===== config.mk =====
export PLATFORM = sky130hd
export DESIGN_NAME = i2s_deserializer
export DESIGN_NICKNAME = d
export VERILOG_FILES = /design/src/rtl/i2s_deserializer.sv
export SDC_FILE = /design/constraint.sdc
export NUM_CORES = 1
export LEC_CHECK = 0
export ABC_AREA = 1
export BUFFER_PORTS_ARGS = -buffer_cell sky130_fd_sc_hd__clkbuf_2
export CAP_MARGIN = 20
export CORE_MARGIN = 5
export CORE_UTILIZATION = 40
export CTS_BUF_LIST = sky130_fd_sc_hd__clkbuf_2 sky130_fd_sc_hd__clkbuf_4 sky130_fd_sc_hd__clkbuf_8
export DETAILED_ROUTE_END_ITERATION = 12
export PLACE_DENSITY = 0.63
export REMOVE_ABC_BUFFERS = 1
export SLEW_MARGIN = 10
export SYNTH_ARGS = -nofsm -noshare
export SYNTH_HDL_FRONTEND = slang
export SYNTH_SLANG_ARGS = --single-unit

===== constraint.sdc =====
create_clock -name i_clock -period 3.74 [get_ports i_clock]
set_input_delay 0.374 -clock i_clock [delete_from_list [all_inputs] [get_ports i_clock]]
set_output_delay 0.374 -clock i_clock [all_outputs]
set_load 0.05 [all_outputs]

===== src/rtl/i2s_deserializer.sv =====
// i2s_deserializer
//   Captures a Philips I2S ADC stream (MSB first, one-bit delay after each
//   LR transition) into parallel left/right words. BCLK, LRCLK and data are
//   oversampled on i_clock, which must run at least 8x BCLK.
//
// Ports
//   i_clock            system clock
//   i_reset            asynchronous, active-high reset
//   i_codec_bit_clock  codec BCLK (async)
//   i_codec_lr_clock   codec LRCLK, low = left, high = right (async)
//   i_codec_adc_data   codec serial ADC data (async)
//   o_data_left        last complete left sample
//   o_data_right       last complete right sample
//   o_data_valid       one-cycle pulse when a new left/right pair is loaded
//   o_frame_error      one-cycle pulse when a channel is aborted by an early LR edge
//   o_error_count      (I2S_DESERIALIZER_ERROR_COUNT_EN only) saturating
//                      16-bit count of o_frame_error pulses
//
// Optional feature macro: I2S_DESERIALIZER_ERROR_COUNT_EN
module i2s_deserializer #(
    parameter int unsigned DATA_WIDTH = 24
) (
    input  logic                  i_clock,
    input  logic                  i_reset,
    input  logic                  i_codec_bit_clock,
    input  logic                  i_codec_lr_clock,
    input  logic                  i_codec_adc_data,
    output logic [DATA_WIDTH-1:0] o_data_left,
    output logic [DATA_WIDTH-1:0] o_data_right,
    output logic                  o_data_valid,
    output logic                  o_frame_error
`ifdef I2S_DESERIALIZER_ERROR_COUNT_EN
    ,
    output logic [15:0]           o_error_count
`endif
);

    localparam int unsigned      CW       = $clog2(DATA_WIDTH + 1);
    localparam logic [CW-1:0]    LAST_BIT = CW'(DATA_WIDTH - 1);

    // Bit positions inside the packed synchronizer vectors.
    localparam int unsigned SYNC_BCLK = 0;
    localparam int unsigned SYNC_LR   = 1;
    localparam int unsigned SYNC_DATA = 2;

    typedef enum logic [2:0] {
        WAIT_LR_FALLING,
        LEFT_SKIP,
        LEFT_CAPTURE,
        WAIT_LR_RISING,
        RIGHT_SKIP,
        RIGHT_CAPTURE
    } state_t;

    state_t                state_q, state_d;
    logic [2:0]            meta_q, meta_d;
    logic [2:0]            stable_q, stable_d;
    logic [2:0]            delay_q, delay_d;
    logic                  bclk_rise_q, bclk_rise_d;
    logic                  lr_rise_q, lr_rise_d;
    logic                  lr_fall_q, lr_fall_d;
    logic [CW-1:0]         cnt_q, cnt_d;
    logic [DATA_WIDTH-1:0] left_sr_q, left_sr_d;
    logic [DATA_WIDTH-1:0] right_sr_q, right_sr_d;
    logic                  commit_q, commit_d;
    logic [DATA_WIDTH-1:0] data_left_q, data_left_d;
    logic [DATA_WIDTH-1:0] data_right_q, data_right_d;
    logic                  valid_q, valid_d;
    logic                  frame_error_q, frame_error_d;
    logic                  sample_bit;

    // The delay stage of the data chain lines up with the cycle in which the
    // registered BCLK rise flag is high, i.e. the value seen at the BCLK edge.
    assign sample_bit = delay_q[SYNC_DATA];

    always_comb begin
        meta_d        = {i_codec_adc_data, i_codec_lr_clock, i_codec_bit_clock};
        stable_d      = meta_q;
        delay_d       = stable_q;
        bclk_rise_d   = stable_q[SYNC_BCLK] & ~delay_q[SYNC_BCLK];
        lr_rise_d     = stable_q[SYNC_LR] & ~delay_q[SYNC_LR];
        lr_fall_d     = ~stable_q[SYNC_LR] & delay_q[SYNC_LR];

        state_d       = state_q;
        cnt_d         = cnt_q;
        left_sr_d     = left_sr_q;
        right_sr_d    = right_sr_q;
        commit_d      = 1'b0;
        data_left_d   = data_left_q;
        data_right_d  = data_right_q;
        valid_d       = 1'b0;
        frame_error_d = 1'b0;

        if (commit_q) begin
            data_left_d  = left_sr_q;
            data_right_d = right_sr_q;
            valid_d      = 1'b1;
        end

        case (state_q)
            WAIT_LR_FALLING: begin
                if (lr_fall_q) begin
                    state_d = LEFT_SKIP;
                end
            end
            WAIT_LR_RISING: begin
                if (lr_rise_q) begin
                    state_d = RIGHT_SKIP;
                end
            end
            default: begin
                // An LR edge inside a channel wins over a coincident BCLK rise.
                if (lr_rise_q || lr_fall_q) begin
                    frame_error_d = 1'b1;
                    cnt_d         = '0;
                    state_d       = lr_fall_q ? LEFT_SKIP : WAIT_LR_FALLING;
                end else if (bclk_rise_q) begin
                    case (state_q)
                        LEFT_SKIP: begin
                            cnt_d   = '0;
                            state_d = LEFT_CAPTURE;
                        end
                        RIGHT_SKIP: begin
                            cnt_d   = '0;
                            state_d = RIGHT_CAPTURE;
                        end
                        LEFT_CAPTURE: begin
                            left_sr_d = {left_sr_q[DATA_WIDTH-2:0], sample_bit};
                            if (cnt_q == LAST_BIT) begin
                                cnt_d   = '0;
                                state_d = WAIT_LR_RISING;
                            end else begin
                                cnt_d = cnt_q + 1'b1;
                            end
                        end
                        RIGHT_CAPTURE: begin
                            right_sr_d = {right_sr_q[DATA_WIDTH-2:0], sample_bit};
                            if (cnt_q == LAST_BIT) begin
                                cnt_d    = '0;
                                commit_d = 1'b1;
                                state_d  = WAIT_LR_FALLING;
                            end else begin
                                cnt_d = cnt_q + 1'b1;
                            end
                        end
                        default: ;
                    endcase
                end
            end
        endcase
    end

    always_ff @(posedge i_clock or posedge i_reset) begin
        if (i_reset) begin
            state_q       <= WAIT_LR_FALLING;
            meta_q        <= '0;
            stable_q      <= '0;
            delay_q       <= '0;
            bclk_rise_q   <= 1'b0;
            lr_rise_q     <= 1'b0;
            lr_fall_q     <= 1'b0;
            cnt_q         <= '0;
            left_sr_q     <= '0;
            right_sr_q    <= '0;
            commit_q      <= 1'b0;
            data_left_q   <= '0;
            data_right_q  <= '0;
            valid_q       <= 1'b0;
            frame_error_q <= 1'b0;
        end else begin
            state_q       <= state_d;
            meta_q        <= meta_d;
            stable_q      <= stable_d;
            delay_q       <= delay_d;
            bclk_rise_q   <= bclk_rise_d;
            lr_rise_q     <= lr_rise_d;
            lr_fall_q     <= lr_fall_d;
            cnt_q         <= cnt_d;
            left_sr_q     <= left_sr_d;
            right_sr_q    <= right_sr_d;
            commit_q      <= commit_d;
            data_left_q   <= data_left_d;
            data_right_q  <= data_right_d;
            valid_q       <= valid_d;
            frame_error_q <= frame_error_d;
        end
    end

    assign o_data_left   = data_left_q;
    assign o_data_right  = data_right_q;
    assign o_data_valid  = valid_q;
    assign o_frame_error = frame_error_q;

`ifdef I2S_DESERIALIZER_ERROR_COUNT_EN
    logic [15:0] err_count_q, err_count_d;

    always_comb begin
        err_count_d = err_count_q;
        if (frame_error_d && (err_count_q != '1)) begin
            err_count_d = err_count_q + 16'd1;
        end
    end

    always_ff @(posedge i_clock or posedge i_reset) begin
        if (i_reset) begin
            err_count_q <= '0;
        end else begin
            err_count_q <= err_count_d;
        end
    end

    assign o_error_count = err_count_q;
`endif

endmodule


==> results of run 1 <==
-- area by class of cell --
cell class,instances,area share
Sequential cell,119,0.5574
Inverter,63,0.04471
Tap cell,143,0.03347
Timing Repair Buffer,57,0.05712
Clock inverter,12,0.01966
Multi-Input combinational cell,268,0.2385
Clock buffer,20,0.04916
-- power groups by stage --
stage | Combinational (mW) | Sequential [mW] | Clock [mW]
3_3_place_gp | 0.292 | 1.40 | 0
6_report | 0.309 | 1.38 | 1.06
5_1_grt | 0.353 | 1.39 | 1.16
4_1_cts | 0.311 | 1.38 | 1.10
3_5_place_dp | 0.309 | 1.41 | 0
2_1_floorplan | 0.226 | 1.41 | 0
-- critical path: cells and delay by family, from the launching register on --
kind | cells | cell delay, ps
AO/OA/AOI/OAI | 1 | 430
buffers and inverters | 1 | 110
flip-flops | 1 | 450
AND/OR/NAND/NOR | 4 | 980
-- cell usage after synthesis --
| cell | number | area share |
|---|---|---|
| ha_1 | 1 | 0.0027 |
| o21ai_0 | 8 | 0.0087 |
| nor2_1 | 61 | 0.050 |
| nor3_1 | 2 | 0.0022 |
| o21ai_1 | 35 | 0.038 |
| nand2_2 | 7 | 0.0095 |
| o211ai_1 | 1 | 0.0016 |
| o21bai_1 | 1 | 0.0016 |
| nor2_4 | 1 | 0.0024 |
| buf_6 | 5 | 0.012 |
| inv_1 | 62 | 0.050 |
| buf_4 | 1 | 0.0016 |
| nand3b_1 | 1 | 0.0016 |
| nand4_1 | 2 | 0.0027 |
| clkbuf_2 | 1 | 0.0011 |
| buf_2 | 3 | 0.0033 |
| o21ai_2 | 9 | 0.017 |
| dfrtp_1 | 119 | 0.65 |
| clkbuf_1 | 11 | 0.0089 |
| inv_2 | 1 | 0.00081 |
| mux2_2 | 3 | 0.0073 |
| a21oi_1 | 46 | 0.050 |
| nor2_2 | 1 | 0.0014 |
| nand2_1 | 73 | 0.059 |
| nand3_2 | 3 | 0.0065 |
| nand3_1 | 13 | 0.014 |
-- how the worst max path moves through the flow --
stage                      startpoint                        end  slack, ps  depth (start not counted)
4_1_cts        state_q[2]$_DFFE_PP0P_  right_sr_q[7]$_DFFE_PP0P_       1610                          6
6_report       state_q[2]$_DFFE_PP0P_  right_sr_q[7]$_DFFE_PP0P_       1620                          6
5_1_grt        state_q[1]$_DFFE_PP0P_  right_sr_q[8]$_DFFE_PP0P_       1320                          6
2_1_floorplan                 i_reset      bclk_rise_q$_DFF_PP0_        210                          1
3_5_place_dp   state_q[2]$_DFFE_PP0P_  right_sr_q[6]$_DFFE_PP0P_       1610                          6
3_3_place_gp   state_q[1]$_DFFE_PP0P_  right_sr_q[7]$_DFFE_PP0P_       1660                          6
-- state kept, by name, summed over array words and instances, names as in the netlist --
name and count:
left_sr_q 24, o_data_left 24, o_data_right 24, right_sr_q 24, cnt_q 5, delay_d 3
delay_q 3, meta_q 3, state_q 3, bclk_rise_q 1, commit_q 1, lr_fall_q 1
lr_rise_q 1, o_data_valid 1, o_frame_error 1
-- layout by cell type (no fill, tap or decap), types with 3 or more instances in the layout --
master / n
clkinv_2: 4
nand3_1: 13
mux2_2: 3
inv_1: 61
a21oi_1: 46
o21ai_2: 9
nand3_2: 3
o21ai_0: 8
nor2_1: 61
o21ai_1: 35
nand2_1: 73
clkbuf_2: 54
clkbuf_8: 18
clkinvlp_4: 5
dfrtp_1: 118
nand2_2: 7
-- kinds of logic after synthesis --
family	after synthesis	synth area share
buffers and inverters	84	0.07836
adder cells (fa/ha/maj)	1	0.002711
AO/OA/AOI/OAI	100	0.1169
flip-flops	119	0.6453
AND/OR/NAND/NOR	164	0.1494
multiplexers	3	0.007321
-- routing by layer --
metal | vias up | share of wire
li1 | 1606 | -
met1 | 1485 | 0.47
met2 | 57 | 0.47
met3 | 20 | 0.044
met4 | 0 | 0.023
met5 | - | 0
-- per-stage QoR --
stage	setup WS [ps]	utilization	hold slack, ps	std cells	power (mW)
CTS	1612	0.4701	8.839	682	2.787
global route	1318	0.4701	10.55	682	2.905
finish	1622	0.4701	10.90	682	2.748
floorplan	208.5	-	331.2	450	1.633
global placement	1655	0.4378	332.9	650	1.692
detailed placement	1610	0.4378	345.7	650	1.714
==> flow_summary.toml, run 1 <==
[setup_path]
regToRegSetupSlack_ps = 1620
max_stage_delay_ps = 700
critPathArrivalTime_ps = 2440
worstRegToRegCells = 6
critPathLaunchType = "flip-flop"
r2r-start = "state_q[2]$_DFFE_PP0P_"
crit_fanout = 49
cp.required_ps = 4060
crit_path_top_delay_cell = "nand3_2"
critPathKind = "reg -> reg"
cpMostUsedCell = "nand2_2"
r2r_end = "right_sr_q[7]$_DFFE_PP0P_"
worstPathCellList = "inv_2, nand2_2, nand2_2, nor2_4, nand3_2, o21ai_0"
critPathCaptureType = "flip-flop"

[final_layout]
final_nets = 532
area_growth_pct = 15.84
antenna_cells = 0
drive_gt1_frac = 0.2152
fin_area_um2 = 5345
fillerInstances = 1095
regArea_um2 = 2979
multiInputGateArea_um2 = 1275

[clock_tree]
hold_buffers = 0
cts_tree = "done"
post_cts_buffers = 0
numCtsBuffers = 17
h-tree-depth = 4
cts_buffer_depth = 2
cts.sinks = 119
clk_pin_slew_worst_paths_ps = 70
cts.repair.resized = 0
root_buffer = "clkbuf_8"
clk_latency_ps = 430

[power]
switchingPower_mw = 0.7779
pwr-share-seq = 0.503
power_frac_comb = 0.112
netSwitchingFraction = 0.2831
ir_drop_mv = 0.2207
p_clk_frac = 0.385
leakagePower_nw = 2.623
power.internal_mw = 1.970
p_per_area_nw_per_um2 = 514.1

[timing]
maxSlewViolCount = 0
fin_crit_sh = 0.5663
finalSetupViolations = 0
fmax_ghz = 0.4722
min_period_ps = 2118
grt_setup_unrepaired = "false"
finalHoldViolations = 0
worst_pin_slew_ps = 934.1
maxSlewHeadroom = 0.3765
fin_skew_ps = 11.18
tns_ps = 0

[route]
drt-total-wl_um = 8373
wl_per_cell_um = 12.28
route.vias.total = 3168
drt_iter0_drc = 176
drtPass1Iterations = 4
drc_errors = 0
antenna_left = 0
viasPerCell = 4.645

[logic_synthesis]
avgSynthCellArea_um2 = 9.797
synth_cell_types = 26
yosys_warnings = 0
syn_inst = 471
synth_area_um2 = 4614
ys_seq_area_frac = 0.6453
ys_seq_elements = 119

[die]
die_area_um2 = 13780
start_util = 0.4059
ioPinCount = 55
die_x_um = 117.4
fp-row-count = 39
die_y_um = 117.4
core_um2 = 11370

[global_routing]
grtUsageMet1 = 0.1648
gr-max-usage-layer = "met2"
grt_usage = 0.1312
antenna_found_initial = 0
grt_first_pass_wirelength_um = 14880
met2_usage = 0.2019
grt_pass1_vias = 3141
grt_max_degree = 72
overflow = 0
met3_usage = 0.04620

[placed_design]
gp_congestion = 0.8575
place_area_um2 = 4977
hpwl_um = 5538
portBuffers = 54

[job]
drv_cap = 0

[min_path]
min_path_type = "in -> async"

[run_status]
status = "finished, final reports clean"
(Power assumes the default switching activity.)
==> run 2: changes to the inputs <==
Settings changed: PLACE_DENSITY 0.63 to 0.6.
Clock period 3.74 ns to 2.1 ns, I/O delays scaled along.
==> run 2 against run 1 <==
Combinational power increased by 84%. Utilization rose by 2.0 points. Total power increased by 98%. Sequential cell count stayed put. Die area did not move. Clock skew shrank 0.75 ps. Clock power grew 130%. Wire length increased by 3.8%. Sequential share of layout area is 2.3 points lower. Clock-buffer cell count grew 3. Final area increased by 4.3%. Critical path depth is 2 higher.
==> flow_summary.toml, run 2 (synthesized netlist as in run 1, its figures left out) <==
[run_status]
status = "finished, final reports clean"

[final_layout]
antenna_cells = 0
finish.utilization = 0.4902
final_common_cell = "dfrtp_1"
fin_area_um2 = 5573
drive_gt1_frac = 0.2208
area_growth_pct = 20.77
fillerInstances = 1045
final_nets = 541
layout_common_cells = "118 x dfrtp_1, 73 x nand2_1, 61 x inv_1, 61 x nor2_1, 54 x clkbuf_2"

[die]
die_area_um2 = 13780
ioPinCount = 55
core_um2 = 11370
fp-row-count = 39
die_y_um = 117.4
start_util = 0.4059
die_x_um = 117.4

[clock_tree]
h-tree-depth = 4
cts.sinks = 119
clk_latency_ps = 420
cts.repair.resized = 0
numCtsBuffers = 17
clk_pin_slew_worst_paths_ps = 60
post_cts_buffers = 0
cts_tree = "done"
root_buffer = "clkbuf_8"
cts_buffer_depth = 2

[placed_design]
place_area_um2 = 5065
hpwl_um = 5797
gp_congestion = 0.8638
portBuffers = 54

[route]
wl_per_cell_um = 12.58
drt-total-wl_um = 8693
antenna_left = 0
drc_errors = 0
viasPerCell = 4.563
drt_iter0_drc = 158
route.vias.total = 3153
drtPass1Iterations = 4

[setup_path]
critPathLaunchType = "flip-flop"
r2r_end = "left_sr_q[18]$_DFFE_PP0P_"
worstRegToRegCells = 8
critPathKind = "reg -> reg"
critPathArrivalTime_ps = 2070
critPathCaptureType = "flip-flop"
crit_fanout = 33
crit_path_end = "left_sr_q[18]$_DFFE_PP0P_"
r2r-start = "state_q[1]$_DFFE_PP0P_"
regToRegSetupSlack_ps = 320
cp.required_ps = 2400
critPathLaunch = "state_q[1]$_DFFE_PP0P_"

[timing]
grt_setup_unrepaired = "false"
worst_pin_slew_ps = 602.2
min_period_ps = 1776
fmax_ghz = 0.5632
maxSlewViolCount = 0
finalSetupViolations = 0
fin_skew_ps = 10.43
finalHoldViolations = 0
fin_crit_sh = 0.8455
maxSlewHeadroom = 0.5985

[global_routing]
overflow = 0
grt_pass1_vias = 3154
grt_max_degree = 48
grt_first_pass_wirelength_um = 15140
antenna_found_initial = 0
grt_usage = 0.1349

[power]
leakagePower_nw = 2.750
ir_drop_mv = 0.5344
p_per_area_nw_per_um2 = 974.3

[job]
drv_cap = 0

[min_path]
min_path_type = "reg -> reg"
[run 2: changes by cell type in the layout (fill, tap and decap cells not counted), sizes merged]
| cell | before | now |
|---|---|---|
| buf | 3 | 8 |
| clkinvlp | 5 | 0 |
| bufinv | 1 | 5 |
| dlygate4sd3 | 0 | 4 |
| clkbuf | 74 | 77 |
| clkinv | 6 | 4 |
[run 2: worst min path at each step]
| stage | startpoint | endpoint | depth (start not counted) |
|---|---|---|---|
| finish | meta_q[1]$_DFF_PP0_ | delay_d[1]$_DFF_PP0_ | 0 |
| CTS | meta_q[1]$_DFF_PP0_ | delay_d[1]$_DFF_PP0_ | 0 |
| global placement | i_reset | o_data_left[12]$_DFFE_PP0P_ | 2 |
| floorplan | i_codec_bit_clock | meta_q[0]$_DFF_PP0_ | 0 |
| global route | meta_q[1]$_DFF_PP0_ | delay_d[1]$_DFF_PP0_ | 0 |
| detailed placement | i_reset | o_data_left[12]$_DFFE_PP0P_ | 2 |
[run 2: power by group]
| group | leakage (nW) | internal (mW) | switching (mW) |
|---|---|---|---|
| registers | 1.63 | 2.37 | 0.0937 |
| clock network | 0.244 | 1.54 | 0.852 |
| logic | 0.875 | 0.167 | 0.403 |
| total | 2.75 | 4.08 | 1.35 |
[run 2: area by class of cell]
class / instances / area, um2 / share of cell area
Sequential cell: 119 / 2979 / 0.5346
Multi-Input combinational cell: 268 / 1275 / 0.2288
Timing Repair Buffer: 66 / 432.9 / 0.07768
Clock buffer: 23 / 297.8 / 0.05344
Inverter: 63 / 239.0 / 0.04288
Tap cell: 143 / 178.9 / 0.03211
Clock inverter: 9 / 170.2 / 0.03053
[run 2: metrics by stage]
step	hold WS (ps)	total power, mW	TNS, ps	worst slack [ps]	std cells
after global routing	352.1	5.703	0	175.3	691
after floorplan	241.4	2.909	-151250	-1267	450
after global placement	316.5	3.030	0	465.8	655
after detailed placement	316.4	3.066	0	361.9	655
after CTS	346.9	5.499	0	330.0	691
final	348.8	5.430	0	324.4	691
[run 2: timing repair]
item,CTS,global route
setup endpoints to repair,0,0
hold buffers,4,0
hold endpoints to repair,47,0
[run 2: critical path, cell delays in order (launching register included)]
cell	delay (ps)
dfrtp_1	510
nor2_2	110
nand2_2	90
nand2_2	80
nor2_4	110
nand3_2	320
buf_12	300
nand2_1	60
o21ai_1	50
[run 2: per-layer routing]
metal / routed length (um) / share of wire / track usage / up-vias
met5: 0 / 0 / 0 / -
met4: 121 / 0.014 / 0.06599 / 0
li1: - / - / - / 1617
met2: 4147 / 0.48 / 0.2069 / 50
met1: 4084 / 0.47 / 0.1728 / 1477
met3: 340 / 0.039 / 0.04235 / 9
==> run 3: changes to the inputs <==
Settings changed: PLACE_DENSITY 0.6 to 0.63.
Clock period 2.1 ns to 1.4 ns, I/O delays scaled along.
==> run 3 against run 2 <==
The run now ends with negative setup slack left. Hold slack worse by 150 ps. First-iteration DRC count is 31% higher. Wire length is 6.0% higher. Sequential share of layout area is 1.3 points lower. Utilization is 1.3 points higher. Total power is 43% higher. Setup slack worse by 350 ps. Register-to-register slack worse by 350 ps. Fmax is 25% higher. Via count is 4.4% higher. Critical path type unchanged.
==> flow_summary.toml, run 3 (synthesized netlist as in run 1, its figures left out) <==
[die]
die_y_um = 117.4
ioPinCount = 55
start_util = 0.4059
fp-row-count = 39
die_x_um = 117.4
die_area_um2 = 13780
core_um2 = 11370

[timing]
min_period_ps = 1423
hold_ws_ps = 196.8
finalHoldViolations = 0
setup_ws_ps = -23.40
worst_pin_slew_ps = 287.4
fmax_ghz = 0.7025
fin_crit_sh = 1.017
finalSetupViolations = 23
maxSlewHeadroom = 0.8084
maxSlewViolCount = 0
fin_skew_ps = 6.546
tns_ps = -217.5
grt_setup_unrepaired = "true"

[power]
ir_drop_mv = 0.7366
leakagePower_nw = 2.822
p_per_area_nw_per_um2 = 1356

[global_routing]
overflow = 0
grt_first_pass_wirelength_um = 15900
antenna_found_initial = 0
grt_usage = 0.1411
grt_max_degree = 50
grt_pass1_vias = 3350

[setup_path]
crit_fanout = 13
cp.required_ps = 1720
worstRegToRegCells = 6
critPathCaptureType = "flip-flop"
critPathArrivalTime_ps = 1740
critPathKind = "reg -> reg"
critPathLaunchType = "flip-flop"

[final_layout]
layout_common_cells = "116 x dfrtp_1, 68 x nand2_1, 59 x nor2_1"
fin_cells = 709
finish.utilization = 0.5032
area_growth_pct = 24.00
final_common_cell = "dfrtp_1"
antenna_cells = 0
final_nets = 559
drive_gt1_frac = 0.2756

[clock_tree]
clk_pin_slew_worst_paths_ps = 60
clk_latency_ps = 430
cts_tree = "done"
numCtsBuffers = 17
cts.sinks = 119
cts_buffer_depth = 2
root_buffer = "clkbuf_8"
h-tree-depth = 4

[route]
antenna_left = 0
drt_iter0_drc = 207
drc_errors = 0
route.vias.total = 3293
viasPerCell = 4.645
drt-total-wl_um = 9214
drtPass1Iterations = 4
wl_per_cell_um = 13.00

[placed_design]
gp_congestion = 0.8015
hpwl_um = 5886
dpl.cell_count = 667
portBuffers = 54

[job]
drv_cap = 0

[run_status]
violations = "negative setup slack"
status = "finished with violations"

[min_path]
min_path_type = "in -> async"
run 3: cell count changes in the layout (fill, tap and decap cells not counted), moves of 4 or more:
cell / change
clkbuf_4: +4
nand2_1: -5
buf_4: +16
bufinv_16: -5
nand2_2: +4
nand3_1: -4
run 3: cell type report:
cell class	instances	area, um2
repair buffers	84	600.6
inverters	63	241.5
multi-input cells	268	1340
clock inverters	2	10.01
fillers	1030	5648
clock buffers	30	369.1
well taps	143	178.9
flip-flops and latches	119	2982
run 3: routing by layer:
layer | up-vias | routed length [um] | GRT usage
met5 | - | 0 | 0
met4 | 0 | 215 | 0.06962
met3 | 16 | 343 | 0.04139
met2 | 60 | 4387 | 0.2185
met1 | 1562 | 4267 | 0.1806
li1 | 1655 | - | -
run 3: worst max-delay path, cell delays in order (launching register included):
cell,delay [ps]
dfrtp_2,470
nand3b_1,270
inv_1,110
nand3_2,120
buf_4,220
nand2_1,80
o21ai_2,50
run 3: final timing paths:
kind,slack (ps),startpoint,to
min in group i_clock,350,meta_q[1]$_DFF_PP0_,delay_d[1]$_DFF_PP0_
worst min register to register,350,meta_q[1]$_DFF_PP0_,delay_d[1]$_DFF_PP0_
worst max-delay path,-20,state_q[0]$_DFFE_PP0P_,left_sr_q[21]$_DFFE_PP0P_
max in group asynchronous,610,i_reset,state_q[0]$_DFFE_PP0P_
worst min-delay path,200,i_reset,left_sr_q[23]$_DFFE_PP0P_
worst max register to register,-20,state_q[0]$_DFFE_PP0P_,left_sr_q[21]$_DFFE_PP0P_
run 3: report_power, final:
part / internal [mW] / switching (mW)
clock: 1.64 / 1.24
sequential: 3.57 / 0.124
combinational: 0.459 / 0.727
run 3: per-stage QoR:
| stage | power (mW) | cell area (um2) | worst slack (ps) |
|---|---|---|---|
| floorplan | 4.364 | 4489 | -1897 |
| global placement | 4.644 | 5167 | -2.532 |
| detailed placement | 4.686 | 5167 | -86.11 |
| CTS | 7.670 | 5649 | -2.218 |
| global route | 8.137 | 5722 | -129.2 |
| finish | 7.758 | 5722 | -23.40 |
run 3: what timing repair did:
item                                    CTS  global route
hold buffers                              4             0
endpoints found under the setup margin   44            56
pin swaps                                 0             2
setup buffers                             0             5
resized for setup                        10            13
gates cloned                              1             0
endpoints found under the hold margin   122             0
